## config.mk

```make
export PLATFORM = sky130hd
export DESIGN_NAME = spi_slave
export DESIGN_NICKNAME = d
export VERILOG_FILES = /design/src/rtl/spi_slave.sv
export SDC_FILE = /design/constraint.sdc
export NUM_CORES = 1
export LEC_CHECK = 0
export BUFFER_PORTS_ARGS = -buffer_cell sky130_fd_sc_hd__buf_4
export CAP_MARGIN = 10
export CORE_MARGIN = 2
export CORE_UTILIZATION = 58
export CTS_BUF_LIST = sky130_fd_sc_hd__clkbuf_2 sky130_fd_sc_hd__clkbuf_4 sky130_fd_sc_hd__clkbuf_8
export DETAILED_ROUTE_END_ITERATION = 16
export GPL_TIMING_DRIVEN = 1
export PLACE_DENSITY = 0.9
export SYNTH_ARGS = -nofsm -noshare
export SYNTH_HDL_FRONTEND = slang
export SYNTH_SLANG_ARGS = --single-unit
```

## constraint.sdc

```tcl
create_clock -name clk_in -period 2 [get_ports clk_in]
set_input_delay 0.4 -clock clk_in [delete_from_list [all_inputs] [get_ports clk_in]]
set_output_delay 0.4 -clock clk_in [all_outputs]
set_load 0.02 [all_outputs]
```

## src/rtl/spi_slave.sv

```systemverilog
`default_nettype none
// +------------------------------------------------------------------------+
// | Module   : spi_slave                                                   |
// | Purpose  : Oversampled SPI responder with single-entry RX/TX buffers.  |
// | Revision : 1.0                                                         |
// +------------------------------------------------------------------------+
module spi_slave #(
  parameter int DW          = 8,
  parameter int SYNC_STAGES = 2
) (
  input  logic          clk_in,
  input  logic          rstn_in,
  input  logic          spe_in,
  input  logic          cpol_in,
  input  logic          cpha_in,
  input  logic          lsbfe_in,
  input  logic          spie_in,
  input  logic          sptie_in,
  input  logic          errie_in,
  input  logic [DW-1:0] tx_data_in,
  input  logic          tx_wr_in,
  input  logic          rx_rd_in,
  output logic [DW-1:0] rx_data_out,
  output logic          spif_out,
  output logic          sptef_out,
  output logic          ovrf_out,
  output logic          irq_out,
  input  logic          sck_in,
  input  logic          ss_in,
  input  logic          mosi_in,
  output logic          miso_out,
  output logic          miso_oe_out
);

  localparam int c_CW = (DW > 1) ? $clog2(DW) : 1;

  typedef enum logic [1:0] {
    DISABLED = 2'd0,
    IDLE     = 2'd1,
    SHIFT    = 2'd2
  } state_t;

  state_t r_state;
  state_t w_state_next;

  logic [SYNC_STAGES-1:0] r_sck_sync;
  logic [SYNC_STAGES-1:0] r_ss_sync;
  logic [SYNC_STAGES-1:0] r_mosi_sync;
  logic                   r_sck_d;
  logic                   r_ss_d;

  logic [c_CW-1:0] r_bit_cnt;
  logic [DW-1:0]   r_tx_shift;
  logic [DW-1:0]   r_rx_shift;
  logic [DW-1:0]   r_tx_buf;
  logic [DW-1:0]   r_rx_data;
  logic            r_done;
  logic            r_spif;
  logic            r_sptef;
  logic            r_ovrf;
  logic            r_irq;

  logic w_sck, w_ss, w_mosi;
  logic w_sck_rise, w_sck_fall, w_ss_fall;
  logic w_lead, w_trail;
  logic w_shifting, w_sample, w_drive, w_load;

  always_ff @(posedge clk_in or negedge rstn_in) begin
    if (!rstn_in) begin
      r_sck_sync  <= '0;
      r_ss_sync   <= '1;
      r_mosi_sync <= '0;
      r_sck_d     <= 1'b0;
      r_ss_d      <= 1'b1;
    end else begin
      r_sck_sync  <= {r_sck_sync[SYNC_STAGES-2:0], sck_in};
      r_ss_sync   <= {r_ss_sync[SYNC_STAGES-2:0], ss_in};
      r_mosi_sync <= {r_mosi_sync[SYNC_STAGES-2:0], mosi_in};
      r_sck_d     <= r_sck_sync[SYNC_STAGES-1];
      r_ss_d      <= r_ss_sync[SYNC_STAGES-1];
    end
  end

  assign w_sck      = r_sck_sync[SYNC_STAGES-1];
  assign w_ss       = r_ss_sync[SYNC_STAGES-1];
  assign w_mosi     = r_mosi_sync[SYNC_STAGES-1];
  assign w_sck_rise = w_sck & ~r_sck_d;
  assign w_sck_fall = ~w_sck & r_sck_d;
  assign w_ss_fall  = ~w_ss & r_ss_d;
  assign w_lead     = cpol_in ? w_sck_fall : w_sck_rise;
  assign w_trail    = cpol_in ? w_sck_rise : w_sck_fall;

  // The shifting edge is ignored while bit_cnt==0 so the edge that precedes the
  // first sample (CPHA=1) or follows the last one (CPHA=0) never disturbs a fresh load.
  assign w_shifting = spe_in && (r_state == SHIFT) && !w_ss;
  assign w_sample   = w_shifting && (cpha_in ? w_trail : w_lead);
  assign w_drive    = w_shifting && (cpha_in ? w_lead : w_trail) && (r_bit_cnt != '0);
  assign w_load     = spe_in && (((r_state == IDLE) && w_ss_fall) ||
                                 ((r_state == SHIFT) && r_done && !w_ss));

  always_ff @(posedge clk_in or negedge rstn_in) begin
    if (!rstn_in) r_state <= DISABLED;
    else          r_state <= w_state_next;
  end

  always_comb begin
    w_state_next = r_state;
    case (r_state)
      DISABLED: if (spe_in)    w_state_next = IDLE;
      IDLE:     if (w_ss_fall) w_state_next = SHIFT;
      SHIFT:    if (w_ss)      w_state_next = IDLE;
      default:                 w_state_next = DISABLED;
    endcase
    if (!spe_in) w_state_next = DISABLED;
  end

  always_ff @(posedge clk_in or negedge rstn_in) begin
    if (!rstn_in) begin
      r_bit_cnt  <= '0;
      r_tx_shift <= '0;
      r_rx_shift <= '0;
      r_tx_buf   <= '0;
      r_rx_data  <= '0;
      r_done     <= 1'b0;
      r_spif     <= 1'b0;
      r_sptef    <= 1'b1;
      r_ovrf     <= 1'b0;
    end else if (!spe_in) begin
      r_bit_cnt  <= '0;
      r_tx_shift <= '0;
      r_rx_shift <= '0;
      r_done     <= 1'b0;
      r_spif     <= 1'b0;
      r_sptef    <= 1'b1;
      r_ovrf     <= 1'b0;
    end else begin
      r_done <= 1'b0;

      if (w_load) begin
        if (!r_sptef) begin
          r_tx_shift <= r_tx_buf;
          r_sptef    <= 1'b1;
        end else if (tx_wr_in) begin
          r_tx_shift <= tx_data_in;
        end else begin
          r_tx_shift <= '0;
        end
      end else begin
        if (tx_wr_in && r_sptef) begin
          r_tx_buf <= tx_data_in;
          r_sptef  <= 1'b0;
        end
        if (w_drive) begin
          r_tx_shift <= lsbfe_in ? {1'b0, r_tx_shift[DW-1:1]} : {r_tx_shift[DW-2:0], 1'b0};
        end
      end

      if (w_load) begin
        r_bit_cnt <= '0;
      end else if (w_sample) begin
        r_rx_shift <= lsbfe_in ? {w_mosi, r_rx_shift[DW-1:1]} : {r_rx_shift[DW-2:0], w_mosi};
        if (r_bit_cnt == c_CW'(DW-1)) begin
          r_bit_cnt <= '0;
          r_done    <= 1'b1;
        end else begin
          r_bit_cnt <= r_bit_cnt + 1'b1;
        end
      end

      // A read landing with completion frees the buffer for the new frame.
      if (r_done) begin
        if (!r_spif || rx_rd_in) begin
          r_rx_data <= r_rx_shift;
          r_spif    <= 1'b1;
          if (rx_rd_in) r_ovrf <= 1'b0;
        end else begin
          r_ovrf <= 1'b1;
        end
      end else if (rx_rd_in) begin
        r_spif <= 1'b0;
        r_ovrf <= 1'b0;
      end
    end
  end

  always_ff @(posedge clk_in or negedge rstn_in) begin
    if (!rstn_in) r_irq <= 1'b0;
    else          r_irq <= (r_spif & spie_in) | (r_sptef & sptie_in) | (r_ovrf & errie_in);
  end

  assign rx_data_out = r_rx_data;
  assign spif_out    = r_spif;
  assign sptef_out   = r_sptef;
  assign ovrf_out    = r_ovrf;
  assign irq_out     = r_irq;
  assign miso_out    = lsbfe_in ? r_tx_shift[0] : r_tx_shift[DW-1];
  assign miso_oe_out = (r_state == SHIFT);

endmodule
`default_nettype wire

```

==> flow_metrics.env, run 1 <==
export IMPL_status="finished clean"
export IMPL_r2r_start="r_state[0]$_DFFE_PN0P_"
export IMPL_ff2ff_setup_slack_ns=0.16
export IMPL_finalSetupViolCount=0
export IMPL_pwr_share_seq=0.558
export IMPL_rr_worst_depth=5
export IMPL_p_sw_frac=0.247
export IMPL_core_area_um2=3940
export IMPL_ctsResizeCount=0
export IMPL_cts_buffers=5
export IMPL_dpl_cell_area_um2=2700
export IMPL_netlist_area_um2=2350
export IMPL_rsz0062_at_grt="false"
export IMPL_wl_per_cell_um=15.5
export IMPL_synth_top_family_by_area="multiplexers"
export IMPL_n_antenna_cell=0
export IMPL_drc_errors=0
export IMPL_ys_seq_area_frac=0.534
export IMPL_post_place_ws_ns=0.136
export IMPL_synth_xor_xnor_area_share=0.00692
export IMPL_setup_ws_ns=0.162
export IMPL_pin_count=36
export IMPL_worst_slew_pin_slew_ns=0.721
export IMPL_final_cell_mix="46 x dfrtp_1, 40 x buf_4, 25 x mux2_2"
export IMPL_max_freq_mhz=544
export IMPL_multi_input_area_um2=998
export IMPL_place_congestion=0.849
export IMPL_vias=1610
export IMPL_first_pass_iters=4
export IMPL_switchingPower_uw=488
export IMPL_cts_setup_buffers=0
export IMPL_cp_cell_sequence="nand2b_4 -> or2_4 -> o311ai_4 -> buf_12 -> mux2_2"
export IMPL_tns_ns=0
export IMPL_intPower_mw=1.49
export IMPL_worstPathArrival_ns=2.03
export IMPL_r2r_end="r_tx_shift[4]$_DFFE_PN0P_"
export IMPL_rows=23
export IMPL_worstSetupPathType="register to register"
export IMPL_drive_gt1_frac=0.356
export IMPL_synth_simple_area_share=0.0841
export IMPL_worst_ep_required_time_ns=2.20
export IMPL_path_max_fanout=8
export IMPL_grt_usage=0.226
export IMPL_crit_path_max_incr_delay_ns=0.42
export IMPL_ys_ff_latch=50
export IMPL_syn_to_final_growth_pct=19.1
export IMPL_synth_warnings=0
export IMPL_layout_commonest_cell="dfrtp_1"
export IMPL_synthAdderAreaFrac=0.0160
export IMPL_grt_max_degree=51
export IMPL_syn_area_per_cell_um2=12.1
export IMPL_synth_compound_area_share=0.121
export IMPL_start_util=0.596
export IMPL_max_cap_viol_count=0
export IMPL_synthesis_nets=219
export IMPL_clk_pin_slew_worst_paths_ns=0.10
export IMPL_clock_path_buffers=2
export IMPL_dieArea_um2=4580
export IMPL_htree_levels=2
export IMPL_regArea_um2=1260
export IMPL_place_hpwl_mm=3.01
export IMPL_port_buffers=35
export IMPL_fin_skew_ns=0.00996
export IMPL_synthMuxAreaShare=0.197
export IMPL_design_area_um2=2800
export IMPL_wl_mm=4.44
export IMPL_fp_dieW_um=67.7
export IMPL_postSynthCellCount=194
export IMPL_crit_buf_inv=1
export IMPL_gr_total_overflow=0
export IMPL_cp_slowest_cell="dfrtp_1"
export IMPL_finalHoldViolCount=0
export IMPL_ys_types=34
export IMPL_fin_util=0.710
export IMPL_cts_root_buf="clkbuf_8"
export IMPL_via_per_inst=5.63
export IMPL_grt_pass1_wl_mm=7.48
export IMPL_first_iter_violations=101
export IMPL_cts_tree="done"
export IMPL_cts_hold_buf=0
export IMPL_fillers=269
export IMPL_period_minus_slack_ns=1.84
export IMPL_cts_sinks=50
export IMPL_relSlewSlack=0.514
export IMPL_endpoint_kind="register"
export IMPL_power_mw=1.97
export IMPL_antenna_found_initial=0
export IMPL_clkLatencyLatePin_ns=0.31
export IMPL_crit_family="simple AND/OR/NAND/NOR gates"
export IMPL_vdd_drop_max_mv=0.582
export IMPL_slew_viol_final=0
export IMPL_p_clk_frac=0.318
export IMPL_critPathLaunchType="register"
export IMPL_grt_pass1_vias=1584
export IMPL_p_per_area_nw_per_um2=705
export IMPL_combPwrFrac=0.124
export IMPL_ant_nets=0
export IMPL_fin_crit_sh=0.919
export IMPL_leakage_nw=1.34
export IMPL_hp_class="primary input to asynchronous set/reset pin"
export IMPL_fp_dieH_um=67.7
export IMPL_layout_nets=260
-- metrics by stage --
step           hold WS, ns  instances
6_report            0.0902        286
5_1_grt              0.138        286
4_1_cts              0.108        286
3_5_place_dp         0.337        278
3_3_place_gp         0.334        278
2_1_floorplan        0.104        194
-- cells in the mapped netlist, drive strengths merged --
cell / count / area, µm²
mux2i: 17 / 170
nor2: 2 / 7.51
nand2: 3 / 11.3
and3: 1 / 6.26
nand2b: 4 / 40.0
nand4: 1 / 6.26
ha: 3 / 37.5
a21oi: 13 / 65.1
nand3: 4 / 20.0
o221ai: 1 / 8.76
or2: 1 / 8.76
a21boi: 1 / 7.51
o21ai: 5 / 25.0
nand3b: 2 / 15.0
dfstp: 4 / 105
o41ai: 1 / 16.3
xnor2: 1 / 16.3
a222oi: 1 / 10.0
o311ai: 1 / 26.3
and2: 1 / 6.26
inv: 17 / 63.8
dfrtp: 46 / 1150
nor3b: 1 / 7.51
a31oi: 1 / 6.26
buf: 3 / 17.5
o22ai: 14 / 87.6
o32ai: 1 / 8.76
mux2: 26 / 293
nor2b: 11 / 68.8
clkbuf: 4 / 15.0
a21o: 3 / 22.5
-- area by class of cell --
cell class / instances / share of cell area
Clock inverter: 2 / 0.00581
Inverter: 17 / 0.0228
Tap cell: 50 / 0.0223
Timing Repair Buffer: 41 / 0.114
Clock buffer: 6 / 0.0295
Multi-Input combinational cell: 120 / 0.357
Sequential cell: 50 / 0.449
-- layer usage --
layer  routed length (µm)  vias to the layer above  GRT usage  part of all wire
met5                    0                        -          0                 0
met4                   91                        0     0.0995             0.021
met3                  132                        7     0.0600             0.030
met2                 2220                       26      0.363              0.50
met1                 1990                      809      0.287              0.45
li1                     -                      768          -                 -
-- registers in the layout, indices dropped and copies added, names as in the netlist --
| register | count |
|---|---|
| r_rx_shift | 8 |
| r_tx_buf | 8 |
| r_tx_shift | 8 |
| rx_data_out | 8 |
| r_bit_cnt | 3 |
| r_mosi_sync | 2 |
| r_sck_sync | 2 |
| r_ss_sync | 2 |
| r_state | 2 |
| irq_out | 1 |
| ovrf_out | 1 |
| r_done | 1 |
| r_sck_d | 1 |
| r_ss_d | 1 |
| spif_out | 1 |
| sptef_out | 1 |
-- worst max path at each step --
| stage | from | to | slack [ns] | cells past startpoint |
|---|---|---|---|---|
| 2_1_floorplan | lsbfe_in | miso_out | 0.15 | 3 |
| 3_3_place_gp | cpol_in | r_rx_shift[5]$_DFFE_PN0P_ | 0.17 | 6 |
| 3_5_place_dp | cpol_in | r_rx_shift[7]$_DFFE_PN0P_ | 0.14 | 6 |
| 4_1_cts | r_state[0]$_DFFE_PN0P_ | r_tx_shift[4]$_DFFE_PN0P_ | 0.16 | 5 |
| 5_1_grt | r_state[1]$_DFFE_PN0P_ | r_rx_shift[3]$_DFFE_PN0P_ | 0.10 | 4 |
| 6_report | r_state[0]$_DFFE_PN0P_ | r_tx_shift[4]$_DFFE_PN0P_ | 0.16 | 5 |
-- power by group through the flow --
stage | sequential [mW] | clock, mW | combinational [mW]
after floorplan | 1.11 | 0 | 0.150
after global placement | 1.12 | 0 | 0.241
after detailed placement | 1.12 | 0 | 0.246
after CTS | 1.10 | 0.637 | 0.247
after global routing | 1.11 | 0.690 | 0.269
final | 1.10 | 0.628 | 0.246
-- cell families (layout without fill, tap and decap cells) --
| logic type | count (synthesis) | in the layout |
|---|---|---|
| adder cells (fa/ha/maj) | 3 | 3 |
| multiplexers | 43 | 43 |
| XOR/XNOR | 1 | 1 |
| buffers and inverters | 24 | 66 |
| AO/OA/AOI/OAI | 42 | 42 |
| AND/OR/NAND/NOR | 31 | 31 |
| flip-flops | 50 | 50 |
Note: power is estimated with default switching activity, not from simulation.
==> run 2: changes to the inputs <==
--- a/config.mk
+++ b/config.mk
@@ -7,8 +7,10 @@
 export LEC_CHECK = 0
 export BUFFER_PORTS_ARGS = -buffer_cell sky130_fd_sc_hd__buf_4
 export CAP_MARGIN = 10
+export CELL_PAD_IN_SITES_DETAIL_PLACEMENT = 2
+export CELL_PAD_IN_SITES_GLOBAL_PLACEMENT = 2
 export CORE_MARGIN = 2
-export CORE_UTILIZATION = 58
+export CORE_UTILIZATION = 39
 export CTS_BUF_LIST = sky130_fd_sc_hd__clkbuf_2 sky130_fd_sc_hd__clkbuf_4 sky130_fd_sc_hd__clkbuf_8
 export DETAILED_ROUTE_END_ITERATION = 16
 export GPL_TIMING_DRIVEN = 1
==> run 2 against run 1 <==
Compared with the run above: critical path depth unchanged; critical endpoint is now r_tx_shift[3]$_DFFE_PN0P_; maximum frequency is 1.8% lower; hold slack better by 0.024 ns; critical path type unchanged; highest routed layer unchanged.
==> flow_metrics.env, run 2 (synthesis gave the netlist of run 1 again) <==
export IMPL_status="finished clean"
export IMPL_worst_slew_pin_slew_ns=0.639
export IMPL_p_per_area_nw_per_um2=699
export IMPL_worstPathArrival_ns=2.06
export IMPL_pin_count=36
export IMPL_rsz0062_at_grt="false"
export IMPL_cts_hold_buf=0
export IMPL_critPathLaunchType="register"
export IMPL_worst_ep_required_time_ns=2.19
export IMPL_layout_commonest_cell="dfrtp_1"
export IMPL_fin_crit_sh=0.936
export IMPL_wl_mm=5.83
export IMPL_hp_class="primary input to asynchronous set/reset pin"
export IMPL_relSlewSlack=0.574
export IMPL_place_congestion=0.808
export IMPL_combPwrFrac=0.133
export IMPL_gr_total_overflow=0
export IMPL_htree_levels=2
export IMPL_clkLatencyLatePin_ns=0.30
export IMPL_finalSetupViolCount=0
export IMPL_cts_buffers=5
export IMPL_fin_skew_ns=0.00386
export IMPL_drc_errors=0
export IMPL_fp_dieW_um=81.6
export IMPL_grt_usage=0.193
export IMPL_p_sw_frac=0.247
export IMPL_switchingPower_uw=492
export IMPL_finalHoldViolCount=0
export IMPL_vdd_drop_max_mv=0.349
export IMPL_hold_ws_ns=0.114
export IMPL_post_place_cells=304
export IMPL_first_pass_iters=4
export IMPL_dieArea_um2=6670
export IMPL_cts_tree="done"
export IMPL_ctsResizeCount=0
export IMPL_antenna_found_initial=0
export IMPL_final_cells=312
export IMPL_first_iter_violations=64
export IMPL_syn_to_final_growth_pct=21.1
export IMPL_p_clk_frac=0.313
export IMPL_wl_per_cell_um=18.7
export IMPL_via_per_inst=5.38
export IMPL_pwr_share_seq=0.553
export IMPL_layout_nets=261
export IMPL_cts_root_buf="clkbuf_8"
export IMPL_slew_viol_final=0
export IMPL_core_area_um2=5890
export IMPL_worstSetupPathType="register to register"
export IMPL_clock_path_buffers=2
export IMPL_grt_pass1_vias=1838
export IMPL_endpoint_kind="register"
export IMPL_clk_pin_slew_worst_paths_ns=0.09
export IMPL_leakage_nw=1.35
export IMPL_path_max_fanout=8
export IMPL_cts_sinks=50
export IMPL_start_util=0.399
export IMPL_intPower_mw=1.50
export IMPL_period_minus_slack_ns=1.87
export IMPL_max_freq_mhz=534
export IMPL_n_antenna_cell=0
export IMPL_fin_util=0.484
export IMPL_fp_dieH_um=81.6
export IMPL_max_cap_viol_count=0
export IMPL_rows=28
export IMPL_grt_pass1_wl_mm=9.58
export IMPL_drive_gt1_frac=0.359
export IMPL_cts_setup_buffers=0
export IMPL_place_hpwl_mm=3.96
export IMPL_final_cell_mix="46 x dfrtp_1, 41 x buf_4, 25 x mux2_2"
export IMPL_ant_nets=0
export IMPL_port_buffers=35
export IMPL_grt_max_degree=51
export IMPL_vias=1678
run 2: through the flow:
step | TNS (ns) | total power, mW | worst slack, ns | instance area (µm²)
floorplan | 0 | 1.26 | 0.152 | 2350
global placement | 0 | 1.37 | 0.160 | 2740
detailed placement | -0.0130 | 1.38 | -0.0130 | 2740
CTS | 0 | 2.02 | 0.132 | 2840
global route | 0 | 2.09 | 0.0865 | 2850
finish | 0 | 1.99 | 0.128 | 2850
run 2: cell type report:
type / count / area, µm²
inverter: 17 / 63.8
fill: 593 / 3040
clock buffer: 7 / 90.1
clock inverter: 1 / 5.00
multi-input combinational: 120 / 1010
timing repair buffer: 42 / 328
tap: 75 / 93.8
sequential: 50 / 1260
run 2: worst paths after layout:
check | startpoint | endpoint | slack, ns | cells past startpoint
worst max register to register | r_state[0]$_DFFE_PN0P_ | r_tx_shift[3]$_DFFE_PN0P_ | 0.13 | 5
worst min-delay path | rstn_in | r_tx_buf[1]$_DFFE_PN0P_ | 0.11 | 1
worst min register to register | r_sck_sync[0]$_DFF_PN0_ | r_sck_sync[1]$_DFF_PN0_ | 0.36 | 0
max in group asynchronous | rstn_in | rx_data_out[2]$_DFFE_PN0P_ | 1.46 | 1
worst max-delay path | r_state[0]$_DFFE_PN0P_ | r_tx_shift[3]$_DFFE_PN0P_ | 0.13 | 5
min in group clk_in | ss_in | r_ss_sync[0]$_DFF_PN1_ | 0.20 | 1
run 2: critical path: stages, from the launching register on:
cell and delay (ns):
dfrtp_1 0.42, nand2b_4 0.19, or2_4 0.29, o311ai_4 0.34, buf_12 0.17, mux2_2 0.34
run 2: routing by layer:
metal  vias to the layer above  wire length (µm)  track usage
met5                         -                 0            0
met4                         0                74       0.0650
met3                         6               142       0.0352
met2                        25              2980        0.331
met1                       877              2630        0.246
li1                        770                 -            -
run 2: power by group through the flow:
stage / sequential (mW) / clock (mW) / combinational (mW)
final: 1.10 / 0.623 / 0.266
after global routing: 1.11 / 0.688 / 0.292
after CTS: 1.10 / 0.654 / 0.268
after floorplan: 1.11 / 0 / 0.150
after global placement: 1.11 / 0 / 0.254
after detailed placement: 1.12 / 0 / 0.264
==> run 3: changes to the inputs <==
==> config.mk (replaced) <==
export PLATFORM = sky130hd
export DESIGN_NAME = spi_slave
export DESIGN_NICKNAME = d
export VERILOG_FILES = /design/src/rtl/spi_slave.sv
export SDC_FILE = /design/constraint.sdc
export NUM_CORES = 1
export LEC_CHECK = 0
export CAP_MARGIN = 10
export CELL_PAD_IN_SITES_DETAIL_PLACEMENT = 2
export CELL_PAD_IN_SITES_GLOBAL_PLACEMENT = 2
export CORE_MARGIN = 2
export CORE_UTILIZATION = 44
export CTS_BUF_LIST = sky130_fd_sc_hd__clkbuf_2 sky130_fd_sc_hd__clkbuf_4 sky130_fd_sc_hd__clkbuf_8
export DETAILED_ROUTE_END_ITERATION = 16
export DONT_BUFFER_PORTS = 1
export GPL_TIMING_DRIVEN = 1
export PLACE_DENSITY = 0.91
export SYNTH_ARGS = -nofsm -noshare
export SYNTH_HDL_FRONTEND = slang
export SYNTH_SLANG_ARGS = --single-unit
==> run 3 against run 2 <==
Compared with the run above: critical endpoint is now r_tx_shift[2]$_DFFE_PN0P_; register-to-register slack worse by 0.02 ns; critical path depth is the same; maximum frequency fell by 0.97%; sequential cell count stayed put; worst setup slack lost 0.018 ns; cell area shrank 9.8%; global-route usage is 2.2 points higher; clock power fell by 0.8%; via count down 7.0%; largest cell class unchanged; utilization rose by 1.6 points; highest routed layer unchanged; cell count is 13% lower; non-clock buffer count decreased by 36; critical path type unchanged.
==> flow_metrics.env, run 3 (synthesis gave the netlist of run 1 again) <==
export IMPL_status="finished clean"
export IMPL_clkLatencyLatePin_ns=0.30
export IMPL_pin_count=36
export IMPL_layout_commonest_cell="dfrtp_1"
export IMPL_tns_ns=0
export IMPL_port_buffers=0
export IMPL_fin_skew_ns=0.00642
export IMPL_cts_buffers=5
export IMPL_cts_tree="done"
export IMPL_syn_to_final_growth_pct=9.26
export IMPL_wl_per_cell_um=21.6
export IMPL_hp_class="primary input to register"
export IMPL_intPower_mw=1.46
export IMPL_max_freq_mhz=529
export IMPL_via_per_inst=5.76
export IMPL_finalSetupViolCount=0
export IMPL_combPwrFrac=0.107
export IMPL_fp_dieW_um=77.1
export IMPL_clock_path_buffers=2
export IMPL_start_util=0.457
export IMPL_p_per_area_nw_per_um2=749
export IMPL_worstSetupPathType="register to register"
export IMPL_antenna_found_initial=0
export IMPL_vdd_drop_max_mv=0.440
export IMPL_p_sw_frac=0.239
export IMPL_crit_family="compound AO/OA/AOI/OAI gates"
export IMPL_crit_path_max_incr_delay_ns=0.54
export IMPL_worst_ep_required_time_ns=2.19
export IMPL_pwr_share_seq=0.572
export IMPL_grt_pass1_wl_mm=9.96
export IMPL_place_hpwl_mm=4.08
export IMPL_slew_viol_final=0
export IMPL_fp_dieH_um=77.1
export IMPL_cp_slowest_cell="o311ai_4"
export IMPL_worstPathArrival_ns=2.08
export IMPL_first_iter_violations=46
export IMPL_hold_ws_ns=0.0898
export IMPL_drc_errors=0
export IMPL_dieArea_um2=5940
export IMPL_p_clk_frac=0.321
export IMPL_critPathLaunchType="register"
export IMPL_gr_total_overflow=0
export IMPL_place_congestion=0.849
export IMPL_cts_root_buf="clkbuf_8"
export IMPL_post_place_ws_ns=0.0752
export IMPL_post_place_cells=261
export IMPL_clk_pin_slew_worst_paths_ns=0.09
export IMPL_grt_pass1_vias=1895
export IMPL_cts_setup_buffers=0
export IMPL_cts_sinks=50
export IMPL_grt_max_degree=51
export IMPL_n_antenna_cell=0
export IMPL_first_pass_iters=4
export IMPL_max_cap_viol_count=0
export IMPL_period_minus_slack_ns=1.89
export IMPL_vias=1560
export IMPL_layout_nets=225
export IMPL_path_max_fanout=8
export IMPL_cp_cell_sequence="inv_1 -> ha_1 -> nor2b_1 -> o311ai_4 -> mux2_2"
export IMPL_grt_usage=0.215
export IMPL_final_cell_mix="46 x dfrtp_1, 25 x mux2_2, 17 x inv_1, 17 x mux2i_1, 14 x o22ai_1"
export IMPL_endpoint_kind="register"
export IMPL_leakage_nw=1.17
export IMPL_fin_crit_sh=0.945
export IMPL_rsz0062_at_grt="false"
export IMPL_crit_buf_inv=1
export IMPL_ctsResizeCount=0
export IMPL_fin_util=0.500
export IMPL_relSlewSlack=0.638
export IMPL_rows=26
export IMPL_switchingPower_uw=460
export IMPL_core_area_um2=5140
export IMPL_wl_mm=5.84
export IMPL_worst_slew_pin_slew_ns=0.542
export IMPL_setup_ws_ns=0.110
export IMPL_finalHoldViolCount=0
export IMPL_htree_levels=2
export IMPL_ant_nets=0
export IMPL_drive_gt1_frac=0.239
export IMPL_final_cells=271
[run 3: cell count changes in the layout (fill, tap and decap cells not counted)]
cell | previous run | this run
buf_12 | 1 | 0
dlygate4sd3_1 | 0 | 1
o41ai_2 | 0 | 1
buf_4 | 41 | 4
buf_16 | 0 | 1
o41ai_4 | 1 | 0
[run 3: layer usage]
metal	GRT usage	part of all wire	wire, µm
met5	0	0	0
met1	0.256	0.42	2450
met2	0.393	0.53	3120
met4	0.0482	0.0075	44
met3	0.0518	0.038	223
[run 3: power groups by stage]
stage	registers (mW)	logic (mW)	clock network (mW)
3_3_place_gp	1.11	0.166	0
5_1_grt	1.11	0.227	0.679
6_report	1.10	0.206	0.618
4_1_cts	1.10	0.209	0.643
2_1_floorplan	1.11	0.150	0
3_5_place_dp	1.12	0.178	0
[run 3: repair_timing]
item	CTS	global route
setup endpoints to repair	0	5
endpoints found under the hold margin	50	0
hold buffers	2	0
[run 3: worst paths after layout]
path | endpoint | slack (ns) | from | depth (start not counted)
worst max-delay path | r_tx_shift[2]$_DFFE_PN0P_ | 0.11 | r_bit_cnt[0]$_DFFE_PN0P_ | 5
worst max register to register | r_tx_shift[2]$_DFFE_PN0P_ | 0.11 | r_bit_cnt[0]$_DFFE_PN0P_ | 5
max in group asynchronous | sptef_out$_DFFE_PN1P_ | 1.12 | rstn_in | 2
worst min-delay path | r_ss_sync[0]$_DFF_PN1_ | 0.09 | ss_in | 0
worst min register to register | r_ss_sync[1]$_DFF_PN1_ | 0.37 | r_ss_sync[0]$_DFF_PN1_ | 0
min in group asynchronous | r_sck_sync[1]$_DFF_PN0_ | 0.60 | rstn_in | 2
[run 3: cell type report]
| class | instances | area, µm² |
|---|---|---|
| clock buffer | 7 | 90.1 |
| clock inverter | 1 | 5.00 |
| fill | 531 | 2570 |
| inverter | 17 | 63.8 |
| multi-input combinational | 120 | 998 |
| sequential | 50 | 1260 |
| tap | 70 | 87.6 |
| timing repair buffer | 6 | 67.6 |
[run 3: through the flow]
step                      area, µm²  power [mW]
after CTS                      2570        1.95
after global routing           2570        2.01
after detailed placement       2440        1.30
after global placement         2440        1.28
final                          2570        1.92
after floorplan                2350        1.26
